[src/rtl/unidad_logica_seq.sv]
// Sequential logic unit: single-cycle AND/OR/XOR, and iterative shifts of one bit per clock.
// A start/busy/done handshake drives it; result and flags are registered.
module unidad_logica_seq #(
   parameter int unsigned NUM_BITS = 8,
   localparam int unsigned CNT_BITS = $clog2(NUM_BITS + 1)
) (
   input  logic                clk,
   input  logic                rst,
   input  logic                start,
   input  logic [NUM_BITS-1:0] A,
   input  logic [NUM_BITS-1:0] B,
   input  logic [2:0]          S,
   output logic [NUM_BITS-1:0] R,
   output logic                Z,
   output logic                N,
   output logic                err,
   output logic                busy,
   output logic                done
);

   localparam logic [NUM_BITS-1:0] NumBitsW = NUM_BITS'(NUM_BITS);
   localparam logic [CNT_BITS-1:0] CntMax   = CNT_BITS'(NUM_BITS);
   localparam logic [CNT_BITS-1:0] CntOne   = CNT_BITS'(1);

   localparam logic [2:0] OpAnd = 3'd0;
   localparam logic [2:0] OpOr  = 3'd1;
   localparam logic [2:0] OpXor = 3'd2;
   localparam logic [2:0] OpLsl = 3'd3;
   localparam logic [2:0] OpLsr = 3'd4;
   localparam logic [2:0] OpAsr = 3'd5;

   typedef enum logic {StIdle, StShift} state_e;

   state_e              state_q;
   logic [NUM_BITS-1:0] work_q;
   logic [CNT_BITS-1:0] cnt_q;
   logic [2:0]          op_q;
   logic [NUM_BITS-1:0] r_q;
   logic                z_q, n_q, err_q, busy_q, done_q;

   logic [CNT_BITS-1:0] amt;
   logic [NUM_BITS-1:0] shifted;
   logic                fin, fin_err, go_shift;
   logic [NUM_BITS-1:0] fin_val;

   // Clamp the shift amount so oversized B costs exactly NUM_BITS cycles.
   always_comb begin
      amt = (B >= NumBitsW) ? CntMax : B[CNT_BITS-1:0];
   end

   // One-bit step of the working register for the captured shift kind.
   always_comb begin
      unique case (op_q)
         OpLsl:   shifted = {work_q[NUM_BITS-2:0], 1'b0};
         OpLsr:   shifted = {1'b0, work_q[NUM_BITS-1:1]};
         default: shifted = {work_q[NUM_BITS-1], work_q[NUM_BITS-1:1]};
      endcase
   end

   // Decide whether this edge completes an operation or launches a shift.
   always_comb begin
      fin      = 1'b0;
      fin_err  = 1'b0;
      fin_val  = '0;
      go_shift = 1'b0;
      if (state_q == StShift) begin
         if (cnt_q == CntOne) begin
            fin     = 1'b1;
            fin_val = shifted;
         end
      end else if (start) begin
         unique case (S)
            OpAnd: begin fin = 1'b1; fin_val = A & B; end
            OpOr:  begin fin = 1'b1; fin_val = A | B; end
            OpXor: begin fin = 1'b1; fin_val = A ^ B; end
            OpLsl, OpLsr, OpAsr: begin
               if (amt == '0) begin
                  fin     = 1'b1;
                  fin_val = A;
               end else begin
                  go_shift = 1'b1;
               end
            end
            default: begin fin = 1'b1; fin_err = 1'b1; end
         endcase
      end
   end

   // FSM with registered result, flags and handshake outputs.
   always_ff @(posedge clk or posedge rst) begin
      if (rst) begin
         state_q <= StIdle;
         work_q  <= '0;
         cnt_q   <= '0;
         op_q    <= '0;
         r_q     <= '0;
         z_q     <= 1'b1;
         n_q     <= 1'b0;
         err_q   <= 1'b0;
         busy_q  <= 1'b0;
         done_q  <= 1'b0;
      end else begin
         done_q <= fin;
         if (fin) begin
            r_q   <= fin_val;
            z_q   <= (fin_val == '0);
            n_q   <= fin_val[NUM_BITS-1];
            err_q <= fin_err;
         end
         unique case (state_q)
            StIdle: begin
               if (go_shift) begin
                  work_q  <= A;
                  cnt_q   <= amt;
                  op_q    <= S;
                  busy_q  <= 1'b1;
                  state_q <= StShift;
               end
            end
            StShift: begin
               work_q <= shifted;
               cnt_q  <= cnt_q - CntOne;
               if (fin) begin
                  busy_q  <= 1'b0;
                  state_q <= StIdle;
               end
            end
            default: state_q <= StIdle;
         endcase
      end
   end

   assign R    = r_q;
   assign Z    = z_q;
   assign N    = n_q;
   assign err  = err_q;
   assign busy = busy_q;
   assign done = done_q;

endmodule

[config.mk]
export PLATFORM = sky130hd
export DESIGN_NAME = unidad_logica_seq
export DESIGN_NICKNAME = d
export VERILOG_FILES = /design/src/rtl/unidad_logica_seq.sv
export SDC_FILE = /design/constraint.sdc
export NUM_CORES = 1
export LEC_CHECK = 0
export BUFFER_PORTS_ARGS = -buffer_cell sky130_fd_sc_hd__buf_4
export CORE_MARGIN = 2
export CORE_UTILIZATION = 56
export DETAILED_ROUTE_END_ITERATION = 16
export GPL_TIMING_DRIVEN = 1
export HOLD_SLACK_MARGIN = 0.15
export PLACE_DENSITY = 0.8
export SLEW_MARGIN = 20
export SYNTH_ARGS = -nofsm -noshare
export SYNTH_HDL_FRONTEND = slang
export SYNTH_SLANG_ARGS = --single-unit
[constraint.sdc]
create_clock -name clk -period 2.17 [get_ports clk]
set_input_delay 0.5425 -clock clk [delete_from_list [all_inputs] [get_ports clk]]
set_output_delay 0.5425 -clock clk [all_outputs]
set_load 0.02 [all_outputs]
; ---- Word-level counts from Yosys, hierarchy flattened
; Cells that the tools add are included.
[totals]
ff_bits = 29
in_bits = 22
out_inout_bits = 13
[classes]
add_sub_neg = 1
n_lt_le_gt_ge = 1
eq_ne = 10
muxes = 29
bitwise = 4
n_reduce_logical = 7
[ops]
columns = operator, n
row1 = two-way mux 8 bit, 5
row2 = case mux 8 bit (2 select lines), 2
row3 = case mux 8 bit (4 select lines), 1
row4 = two-way mux 1 bit, 16
row5 = equality test 3 x 2 -> 1 bit (second input constant), 3
row6 = equality test 3 bit (second input constant), 3
row7 = bitwise AND 8 bit, 1
row8 = greater-or-equal comparator 8 x 4 -> 1 bit (second input constant), 1
row9 = logical NOT 8 bit, 1
row10 = two-way mux 4 bit, 2
row11 = OR 8 bit, 1
row12 = case mux 4 bit (2 select lines), 1
row13 = bitwise XOR 8 bit, 1
row14 = OR reduction 6 bit, 1
row15 = equality test 4 x 1 -> 1 bit (second input constant), 1
row16 = logical NOT 4 bit, 1
row17 = case mux 1 bit (2 select lines), 2
row18 = AND reduction 2 bit, 2
row19 = subtractor 4 x 1 -> 4 bit (second input constant), 1
row20 = equality test 3 x 1 -> 1 bit (second input constant), 1
row21 = logical NOT 3 bit, 1
row22 = OR reduction 3 bit, 1
row23 = != test 2 x 1 -> 1 bit (second input constant), 1
row24 = != test 2 bit (second input constant), 1
row25 = NOT 1 bit, 1

; ---- Depth between registers and ports, before layout
; Gate-level depths: netlist of run 1.
[depth]
depth_word = 9
depth_mapped = 9
depth_no_buf = 7

; ---- Worst setup path before layout of run 1
; Ideal clock, no wire load.
[synth_timing]
path_kind = in2reg
start = input port A[6]
end = register z_q, in the netlist Z
t_arrival_ps = 1912
t_required_ps = 2098
setup_slack_ps = 186
path_stages = 7
n_path_buf = 0
cell_sequence = inv_1 -> ha_1 -> mux2_2 -> o211ai_1 -> o21ai_0 -> or4_1 -> o21ai_1
[synth_between]
elab_chain_len = 5
word_cells_on_any_way = 8
cone_classes = mux: 4 / bitwise: 3 / reduce/logical: 1
[synth_lines]
columns = item, line_no
row1 = from (decl), 10  ; input logic [NUM_BITS-1:0] A,
row2 = two-way mux 8 bit (tied with other cells), 77  ; if (amt == '0) begin
row3 = case mux 8 bit (4 select lines) (*), 72  ; unique case (S)
row4 = two-way mux 8 bit (*), 71  ; end else if (start) begin
row5 = two-way mux 8 bit (*), 66  ; if (state_q == StShift) begin
row6 = logical NOT 8 bit (*), 106  ; z_q <= (fin_val == '0);
row7 = to (signal assigned), 106
row8 = to (decl), 39  ; logic z_q, n_q, err_q, busy_q, done_q;
; Mark *: on every way between the ends. The rest lies on a longest branch, timed or not.
; A chain may end at the register's enable or synchronous reset.

; ---- Worst setup path in the final report of run 1
[layout_timing]
start = register op_q[2]
end = register z_q, in the netlist Z
[layout_between]
elab_chain_len = 5
word_cells_on_any_way = 6
cone_classes = eq/ne: 2 / mux: 3 / reduce/logical: 1
[layout_lines]
columns = item, line_no
row1 = from (decl), 37  ; logic [2:0] op_q;
row2 = from (signal assigned), 95  ; op_q <= '0;
row3 = from (signal assigned), 115  ; op_q <= S;
row4 = equality test 3 bit / equality test 3 x 2 -> 1 bit (equally long branches), 53  ; unique case (op_q)
row5 = case mux 8 bit (2 select lines) (*), 53
row6 = two-way mux 8 bit (*), 67  ; if (cnt_q == CntOne) begin
row7 = two-way mux 8 bit (*), 66
row8 = logical NOT 8 bit (*), 106
; Marked as above.

==> results.md, run 1 <==
* Final WL at between 4000 and 5000 µm
* Worst path required time at roughly 2.5 ns
* First DRT Iteration DRCs at about 130
* Worst VDD drop at approximately 0.60 mV
* Post-place instance area at 0.00236 mm²
* Max-cap viol count at 0
* Warnings from Yosys at 0
* Clk_skew at slightly below 0.02 ns
* Seq/Total Area, Yosys at 35.1%
* Top Ports at 35
* Drt drc at 0
* Vias in the first global route at around 1700
* Post-synth EDFFs at 0
* Antenna Nets Post-Route at 0
* DR vias at around 1700
* Async set-reset flop share out of synthesis at 100%
* Crit end category: flop
* First-pass GRT wire length at roughly 8000 µm
* Initial antenna violation count at 0
* Final Cycle Share at around nine tenths
* Hold crit path type: in2async
* Cells after synthesis at 205
* CTS H-tree lvls at 1
* Comb power frac at roughly 48%
* Overflow after GRT at 0
* Routability Congestion at a little under 0.9
* CTS Buf Count at 3
* Levels on crit path at 5
* Vias per cell at 5.97
* Root Driver: clkbuf_4
* R2R cell count at 5
* Crit path DAT at ~2.3 ns
* Final Net Count at roughly 290
* Max FO, Critical Path at 7
* Ant diodes at 0
* Worst Path Class, Setup: reg2reg
* Syn Area/Cell at 9.77 µm²
* Post-CTS Hold Buffers at 0
* Sequential Power Share at between 30% and 40%
* Fmax at just over 500 MHz
* Synthesized area at 0.00200 mm²
* P_sw at approximately 1.0 mW
* Total nets after synthesis at about 250
* Leak at between 1 and 1.5 nW
* Slew HR at 57.7%
* Slew at the pin closest to its max-slew limit at 0.631 ns
* RSZ-0062 raised after global routing: false
* Die width at 63.8 µm
* Clock Path Buffers at 2
* Crit-path cells: nand3b_1 > mux2i_1 > o2bb2ai_1 > or4_1 > o21ai_1
* Power share of the clock group at 13.6%
* Nature of the critical path startpoint: flop
* Post-Route Utilization at between 70% and 80%
* Status: finished, final reports clean
* Clock Latency Late Sink at between 0.3 and 0.4 ns
* Worst Path Buf+Inv at 0
* Share of layout cells above drive strength 1 at around a quarter
* Final setup TNS at 0 ns
* DR WL/cell at roughly 17 µm
* Final min period at 1.95 ns
* DP HPWL at 3680 µm
* Total core area at about 0.0034 mm²
* Final Instance Area at 0.00241 mm²
* Power Density at approximately 1100 mW/mm²
* Largest net degree at the start of global routing at 29
* Max Transition Viols Final at 0
* Clk pin slew, worst setup/hold paths at approximately 0.17 ns
* Switching Share at about 39%
* Post-CTS resize count at 0
* Area Growth Syn to Fin at 20.3%
* Number of synthesized register bits at 28
* CP peak stage delay at between 0.5 and 0.6 ns
* Port-buffer cells at 34
* Post-CTS setup buffers at 0
* Clock Sinks at 28
* Synth Flop Type: dfrtp_1
* CP max stage cell: or4_1
* Final Power at between 2 and 3 mW
* Place WS at -0.0110 ns
* Synth cell types at 48
* Worst setup margin at 0.219 ns
* Rows at 21
* DRT Pass-1 Iters at 4
* Final Hold Viols at 0
* Die footprint at 0.00407 mm²
* Initial core utilization at 59.1%
* CTS tree: yes
* Internal power at 1.55 mW
* CP top delay family: simple AND/OR/NAND/NOR gates
* Die Span Y at 63.8 µm
* Final setup fails at 0
* GRT Resource Usage Total at roughly 25%
-- cells in the mapped netlist, types with 4 or more instances --
| cell | n | share of area [%] |
|---|---|---|
| ha_1 | 18 | 11 |
| nand3_1 | 5 | 1.2 |
| a221o_1 | 7 | 3.5 |
| nor2_1 | 6 | 1.1 |
| o22ai_1 | 6 | 1.9 |
| o21ai_0 | 13 | 3.2 |
| mux2i_1 | 27 | 14 |
| dfrtp_1 | 27 | 34 |
| mux2_2 | 4 | 2.2 |
| inv_1 | 21 | 3.9 |
| clkbuf_1 | 4 | 0.75 |
| nand2_1 | 16 | 3.0 |
-- cell usage in the layout (no fill, tap or decap), drive strengths merged, types with 6 or more instances in the layout --
master  instances
o21ai          15
mux2i          27
buf            47
nor2            6
ha             18
inv            21
a221o           7
o22ai           7
dfrtp          27
nand2          16
-- area by class of cell --
cell class                      instances  area [µm²]
Fill cell                             271         981
Clock buffer                            3        22.5
Inverter                               21        78.8
Timing Repair Buffer                   47         353
Sequential cell                        28         702
Clock inverter                          1        30.0
Tap cell                               46        57.6
Multi-Input combinational cell        146        1160
-- per-stage QoR --
stage | hold slack [ns] | cells
3_5_place_dp | 0.469 | 288
4_1_cts | 0.255 | 292
3_3_place_gp | 0.466 | 288
2_1_floorplan | 0.495 | 205
5_1_grt | 0.286 | 292
6_report | 0.238 | 292
-- power by group through the flow --
stage	clock network [mW]	registers (mW)	logic, mW
2_1_floorplan	0	1.05	0.734
3_3_place_gp	0	0.972	1.20
3_5_place_dp	0	0.989	1.22
4_1_cts	0.356	0.976	1.23
5_1_grt	0.384	1.01	1.33
6_report	0.350	0.984	1.23
-- cell families (layout without fill, tap and decap cells) --
group,Yosys count,count (layout),synth area share (%)
xor+xnor,1,1,0.438
buf+inv,31,72,6.75
mux,31,31,15.7
compound gates,46,46,16.3
flops,28,28,35.1
fa+ha+maj,18,18,11.3
simple gates,50,50,14.4
-- flip-flops by register name, summed over array words and instances (netlist names), 3 cells and up --
signal and flops:
work_q 8, R 8, op_q 3, cnt_q 4
-- worst register-to-register path: stages, from the launching register on --
cell       delay (ns)
dfrtp_1          0.43
nand3b_1         0.41
mux2i_1          0.31
o2bb2ai_1        0.14
or4_1            0.51
o21ai_1          0.12
-- routing by layer --
metal	GRT usage [%]	wire length (µm)
met5	0	0
met4	4.89	41
met3	3.52	257
met2	41.0	2270
met1	34.5	2270
-- final timing paths --
kind | start | end | slack [ns]
worst max register to register | op_q[2]$_DFFE_PP0P_ | Z$_DFFE_PP1P_ | 0.22
max in group asynchronous | rst | Z$_DFFE_PP1P_ | 1.63
worst max-delay path | op_q[2]$_DFFE_PP0P_ | Z$_DFFE_PP1P_ | 0.22
min in group clk | S[2] | op_q[1]$_DFFE_PP0P_ | 0.44
worst min-delay path | rst | done$_DFF_PP0_ | 0.24
worst min register to register | Z$_DFFE_PP1P_ | Z$_DFFE_PP1P_ | 0.49
Power figures use the tool's default switching activity.
==> run 2: changes to the inputs <==
--- a/config.mk
+++ b/config.mk
@@ -12,6 +12,7 @@
 export GPL_TIMING_DRIVEN = 1
 export HOLD_SLACK_MARGIN = 0.15
 export PLACE_DENSITY = 0.8
+export RECOVER_POWER = 100
 export SLEW_MARGIN = 20
 export SYNTH_ARGS = -nofsm -noshare
 export SYNTH_HDL_FRONTEND = slang
==> results.md, run 2 (synthesis gave the netlist of run 1 again) <==
* Final Instance Area at 0.00233 mm² (-3.2%)
* Crit-path cells: inv_1 > ha_1 > and4bb_1 > o22ai_1 > clkbuf_1 > a221o_1
* Worst VDD drop at 0.567 mV (-5.7%)
* Worst setup margin at 0.165 ns (-0.0541 ns)
* Internal power at 1.45 mW (-6.6%)
* P_sw at 1.01 mW (-0.51%)
* Worst Path Buf+Inv at 2 (+2)
* Root Driver: clkbuf_4
* R2R cell count at 6 (+1)
* Power share of the clock group at 14.2% (+0.6 points)
* Final Non-Filler Cells at 292 (unchanged)
* CP top delay family: compound AO/OA/AOI/OAI gates
* Hold depth at 2
* Leak at 1.19 nW (-5.9%)
* Final Net Count at 287 (unchanged)
* Max FO, Critical Path at 11 (+4)
* Largest net degree at the start of global routing at 29 (unchanged)
* Overflow after GRT at 0 (unchanged)
* Hold crit path type: in2reg
* Die Span Y at 63.8 µm (unchanged)
* Final Power at 2.46 mW (-4.2%)
* Ant diodes at 0 (unchanged)
* Fmax at 499 MHz (-2.7%)
* DP HPWL at 3680 µm (unchanged)
* CTS Buf Count at 3 (unchanged)
* Worst Path Class, Setup: reg2reg
* CP peak stage delay at 0.43 ns (-0.08 ns)
* Clk pin slew, worst setup/hold paths at 0.16 ns (about the same)
* Clock Path Buffers at 2 (unchanged)
* CTS H-tree lvls at 1 (unchanged)
* Sequential Power Share at 39.8% (+1.4 points)
* First-pass GRT wire length at 8020 µm (unchanged)
* Worst path required time at 2.41 ns (-0.05 ns)
* Final WL at 4900 µm (+1.4%)
* Commonest non-fill, non-tap cells in the layout: dfrtp_1 (27), mux2i_1 (27), buf_4 (27), inv_1 (21)
* Routability Congestion at 0.892 (unchanged)
* Status: finished, violations left
* Die footprint at 0.00407 mm² (unchanged)
* Antenna Nets Post-Route at 0 (unchanged)
* Levels on crit path at 6 (+1)
* Max-cap viol count at 1 (+1)
* First DRT Iteration DRCs at 108 (-15%)
* Final setup fails at 0 (unchanged)
* Crit path DAT at 2.25 ns (about the same)
* Port-buffer cells at 34 (unchanged)
* Slew HR at -1.36% (-59 points)
* Clock Latency Late Sink at 0.34 ns (about the same)
* Hold Worst Slack at 0.444 ns (+0.207 ns)
* Top Ports at 35 (unchanged)
* Post-CTS Hold Buffers at 0 (unchanged)
* Vias per cell at 6.05 (+1.3%)
* RSZ-0062 raised after global routing: false
* DR WL/cell at 16.8 µm (+1.4%)
* DRT Pass-1 Iters at 4 (unchanged)
* Max Transition Viols Final at 29 (+29)
* GRT Resource Usage Total at 24.7% (unchanged)
* Switching Share at 40.9% (+1.5 points)
* Final min period at 2.01 ns (+0.0541 ns)
* Clock Sinks at 28 (unchanged)
* Area Growth Syn to Fin at 16.5%
* Share of layout cells above drive strength 1 at 16.3% (-8.5 points)
* CP max stage cell: a221o_1
* Rows at 21 (unchanged)
* Final setup TNS at 0 ns (unchanged)
* Vias in the first global route at 1673 (unchanged)
* Nature of the critical path startpoint: flop
* Power Density at 1050 mW/mm² (-1.1%)
* Slew at the pin closest to its max-slew limit at 1.52 ns (+0.889 ns)
* Initial antenna violation count at 0 (unchanged)
* Post-CTS resize count at 0 (unchanged)
* Crit end category: flop
* Post-place instance area at 0.00236 mm² (unchanged)
* Final Cycle Share at 92.4% (+2.5 points)
* Final Hold Viols at 0 (unchanged)
* Place WS at -0.0110 ns (unchanged)
* Dpl cells at 288 (unchanged)
* Initial core utilization at 59.1% (unchanged)
* Failing checks: max-capacitance violations, max-slew violations
* Drt drc at 0 (unchanged)
* Clk_skew at 0.0156 ns (-0.00419 ns)
* Post-CTS setup buffers at 0 (unchanged)
* Comb power frac at 46.0% (-2.0 points)
* Post-Route Utilization at 68.8% (-2.3 points)
* Die width at 63.8 µm (unchanged)
* CTS tree: yes
* DR vias at 1766 (+1.3%)
* Total core area at 0.00339 mm² (unchanged)
-- run 2: power by group through the flow --
stage / clock network, mW / logic [mW] / registers, mW
after floorplan: 0 / 0.734 / 1.05
after global placement: 0 / 1.20 / 0.972
after detailed placement: 0 / 1.22 / 0.989
after CTS: 0.356 / 1.23 / 0.976
after global routing: 0.384 / 1.23 / 1.00
final: 0.348 / 1.13 / 0.979
-- run 2: layout make-up --
| class | instances | area [µm²] |
|---|---|---|
| Multi-Input combinational cell | 146 | 1160 |
| Fill cell | 291 | 1060 |
| Sequential cell | 28 | 702 |
| Timing Repair Buffer | 47 | 283 |
| Inverter | 21 | 78.8 |
| Tap cell | 46 | 57.6 |
| Clock inverter | 1 | 30.0 |
| Clock buffer | 3 | 22.5 |
-- run 2: worst paths after layout --
| kind | slack, ns | endpoint | from |
|---|---|---|---|
| max in group asynchronous | 0.58 | cnt_q[3]$_DFFE_PP0P_ | rst |
| max | 0.16 | R[2]$_DFFE_PP0P_ | cnt_q[1]$_DFFE_PP0P_ |
| min reg2reg | 0.50 | busy$_DFFE_PP0P_ | busy$_DFFE_PP0P_ |
| max reg2reg | 0.16 | R[2]$_DFFE_PP0P_ | cnt_q[1]$_DFFE_PP0P_ |
| min | 0.44 | op_q[1]$_DFFE_PP0P_ | S[2] |
| min in group asynchronous | 0.70 | R[1]$_DFFE_PP0P_ | rst |
-- run 2: metal layers --
metal	vias to the layer above	GRT usage [%]	wire [µm]
met1	865	34.5	2270
met3	6	3.52	319
met4	0	4.89	50
met5	-	0	0
li1	827	-	-
met2	68	41.0	2260
-- run 2: worst register-to-register path, delay by kind of cell (launching register included) --
kind | cells | cell delay, ns
AOI/OAI and AO/OA | 2 | 0.59
buffers and inverters | 2 | 0.40
adders and majority gates | 1 | 0.18
and+or+nand+nor | 1 | 0.35
DFF | 1 | 0.41
==> run 3: changes to the inputs <==
==> constraint.sdc (replaced) <==
create_clock -name clk -period 2.2 [get_ports clk]
set_input_delay 0.55 -clock clk [delete_from_list [all_inputs] [get_ports clk]]
set_output_delay 0.55 -clock clk [all_outputs]
set_load 0.02 [all_outputs]
==> results.md, run 3 (synthesis gave the netlist of run 1 again) <==
* Status: finished, final reports clean
* Hold crit path type: in2reg
* Final min period at 2.02 ns (+0.0169 ns)
* Clk_skew at 0.00987 ns (-0.00570 ns)
* Rows at 21 (unchanged)
* Vias in the first global route at 1720 (+2.8%)
* Final setup fails at 0 (unchanged)
* Post-CTS setup buffers at 0 (unchanged)
* First-pass GRT wire length at 8230 µm (+2.6%)
* Clock Latency Late Sink at 0.35 ns (about the same)
* Antenna Nets Post-Route at 0 (unchanged)
* CTS tree: yes
* Final WL at 4850 µm (-1.0%)
* Worst Path Buf+Inv at 0 (-2)
* Final Net Count at 283 (-1.4%)
* Initial core utilization at 59.1% (unchanged)
* Place WS at 0.00487 ns (+0.0159 ns)
* Overflow after GRT at 0 (unchanged)
* Max Transition Viols Final at 0 (-100%)
* Nature of the critical path startpoint: flop
* DR WL/cell at 16.9 µm (+0.35%)
* Die footprint at 0.00407 mm² (unchanged)
* CP peak stage delay at 0.50 ns (+0.07 ns)
* Post-CTS resize count at 0 (unchanged)
* Ant diodes at 0 (unchanged)
* Max-cap viol count at 0 (-1)
* Final Hold Viols at 0 (unchanged)
* Leak at 1.18 nW (-0.73%)
* Crit-path cells: nand3b_1 > mux2i_1 > o2bb2ai_1 > or4_1 > o21ai_0
* DR vias at 1700 (-3.7%)
* Worst Path Class, Setup: reg2reg
* Final setup TNS at 0 ns (unchanged)
* Crit end category: flop
* First DRT Iteration DRCs at 75 (-31%)
* RSZ-0062 raised after global routing: false
* Share of layout cells above drive strength 1 at 16.1% (-0.14 points)
* Final Cycle Share at 91.9% (-0.49 points)
* Fmax at 495 MHz (-0.84%)
* Post-CTS Hold Buffers at 0 (unchanged)
* Largest net degree at the start of global routing at 29 (unchanged)
* Clock Sinks at 28 (unchanged)
* Port-buffer cells at 34 (unchanged)
* Commonest non-fill, non-tap cells in the layout: dfrtp_1 (27), mux2i_1 (27), buf_4 (24), inv_1 (21), ha_1 (18)
* Total core area at 0.00339 mm² (unchanged)
* Vias per cell at 5.90 (-2.4%)
* Worst VDD drop at 0.476 mV (-16%)
* CTS H-tree lvls at 1 (unchanged)
* CP top delay family: simple AND/OR/NAND/NOR gates
* Die width at 63.8 µm (unchanged)
* Worst path required time at 2.49 ns (+0.08 ns)
* Max FO, Critical Path at 7 (-4)
* CTS Buf Count at 3 (unchanged)
* Slew at the pin closest to its max-slew limit at 1.48 ns (-0.0424 ns)
* Routability Congestion at 0.872 (-2.2%)
* Register area at 702 µm² (unchanged)
* DRT Pass-1 Iters at 4 (unchanged)
* GRT Resource Usage Total at 26.0% (+1.3 points)
* Crit path DAT at 2.31 ns (+0.06 ns)
* Slew HR at 1.46% (+2.8 points)
* Die Span Y at 63.8 µm (unchanged)
* Power Density at 1050 mW/mm² (about the same)
* Final Non-Filler Cells at 288 (-1.4%)
* Clk pin slew, worst setup/hold paths at 0.16 ns (about the same)
* Clock Path Buffers at 2 (unchanged)
* Worst setup margin at 0.178 ns (+0.0131 ns)
* Multi-input combinational cell area at 0.00116 mm² (unchanged)
* DP HPWL at 3670 µm (-0.26%)
* Initial antenna violation count at 0 (unchanged)
* CP max stage cell: or4_1
* Drt drc at 0 (unchanged)
* Area Growth Syn to Fin at 15.2%
* Dpl cells at 284 (-1.4%)
* Hold Worst Slack at 0.423 ns (-0.0217 ns)
* Root Driver: clkbuf_4
* Fillers at 302 (+3.8%)
* Top Ports at 35 (unchanged)
run 3: final timing paths:
path / startpoint / slack, ns / cells after the start / end
max in group asynchronous: rst / 0.66 / 3 / state_q$_DFF_PP0_
hold / removal: S[2] / 0.42 / 2 / op_q[1]$_DFFE_PP0P_
setup / recovery: op_q[2]$_DFFE_PP0P_ / 0.18 / 5 / Z$_DFFE_PP1P_
min in group asynchronous: rst / 0.68 / 3 / R[1]$_DFFE_PP0P_
hold reg to reg: busy$_DFFE_PP0P_ / 0.50 / 2 / busy$_DFFE_PP0P_
setup reg to reg: op_q[2]$_DFFE_PP0P_ / 0.18 / 5 / Z$_DFFE_PP1P_
run 3: layout make-up:
| class | count | share of cell area (%) |
|---|---|---|
| clock buffers | 3 | 0.976 |
| clock inverters | 1 | 1.30 |
| inverters | 21 | 3.42 |
| multi-input cells | 146 | 50.2 |
| flip-flops and latches | 28 | 30.4 |
| well taps | 46 | 2.49 |
| repair buffers | 43 | 11.2 |
run 3: metrics by stage:
stage	total power, mW	cell area [µm²]	utilization [%]
final	2.43	2310	68.1
after floorplan	1.76	2000	-
after CTS	2.52	2380	70.2
after global placement	2.14	2330	68.6
after global routing	2.59	2310	68.1
after detailed placement	2.17	2330	68.6
run 3: routing by layer:
layer  share of wire (%)  GRT usage, %
met1                  47          35.5
met2                  48          42.1
met3                 3.9          3.52
met4                 1.0          9.78
met5                   0             0
run 3: worst reg2reg max path, cell delays in order (launching register included):
cell and delay (ns):
dfrtp_1 0.43, nand3b_1 0.40, mux2i_1 0.34, o2bb2ai_1 0.13
or4_1 0.50, o21ai_0 0.16
run 3: where the power goes:
group | internal, mW | leakage [nW] | switching, mW
logic | 0.493 | 0.804 | 0.621
clock network | 0.185 | 0.0279 | 0.167
registers | 0.754 | 0.345 | 0.209
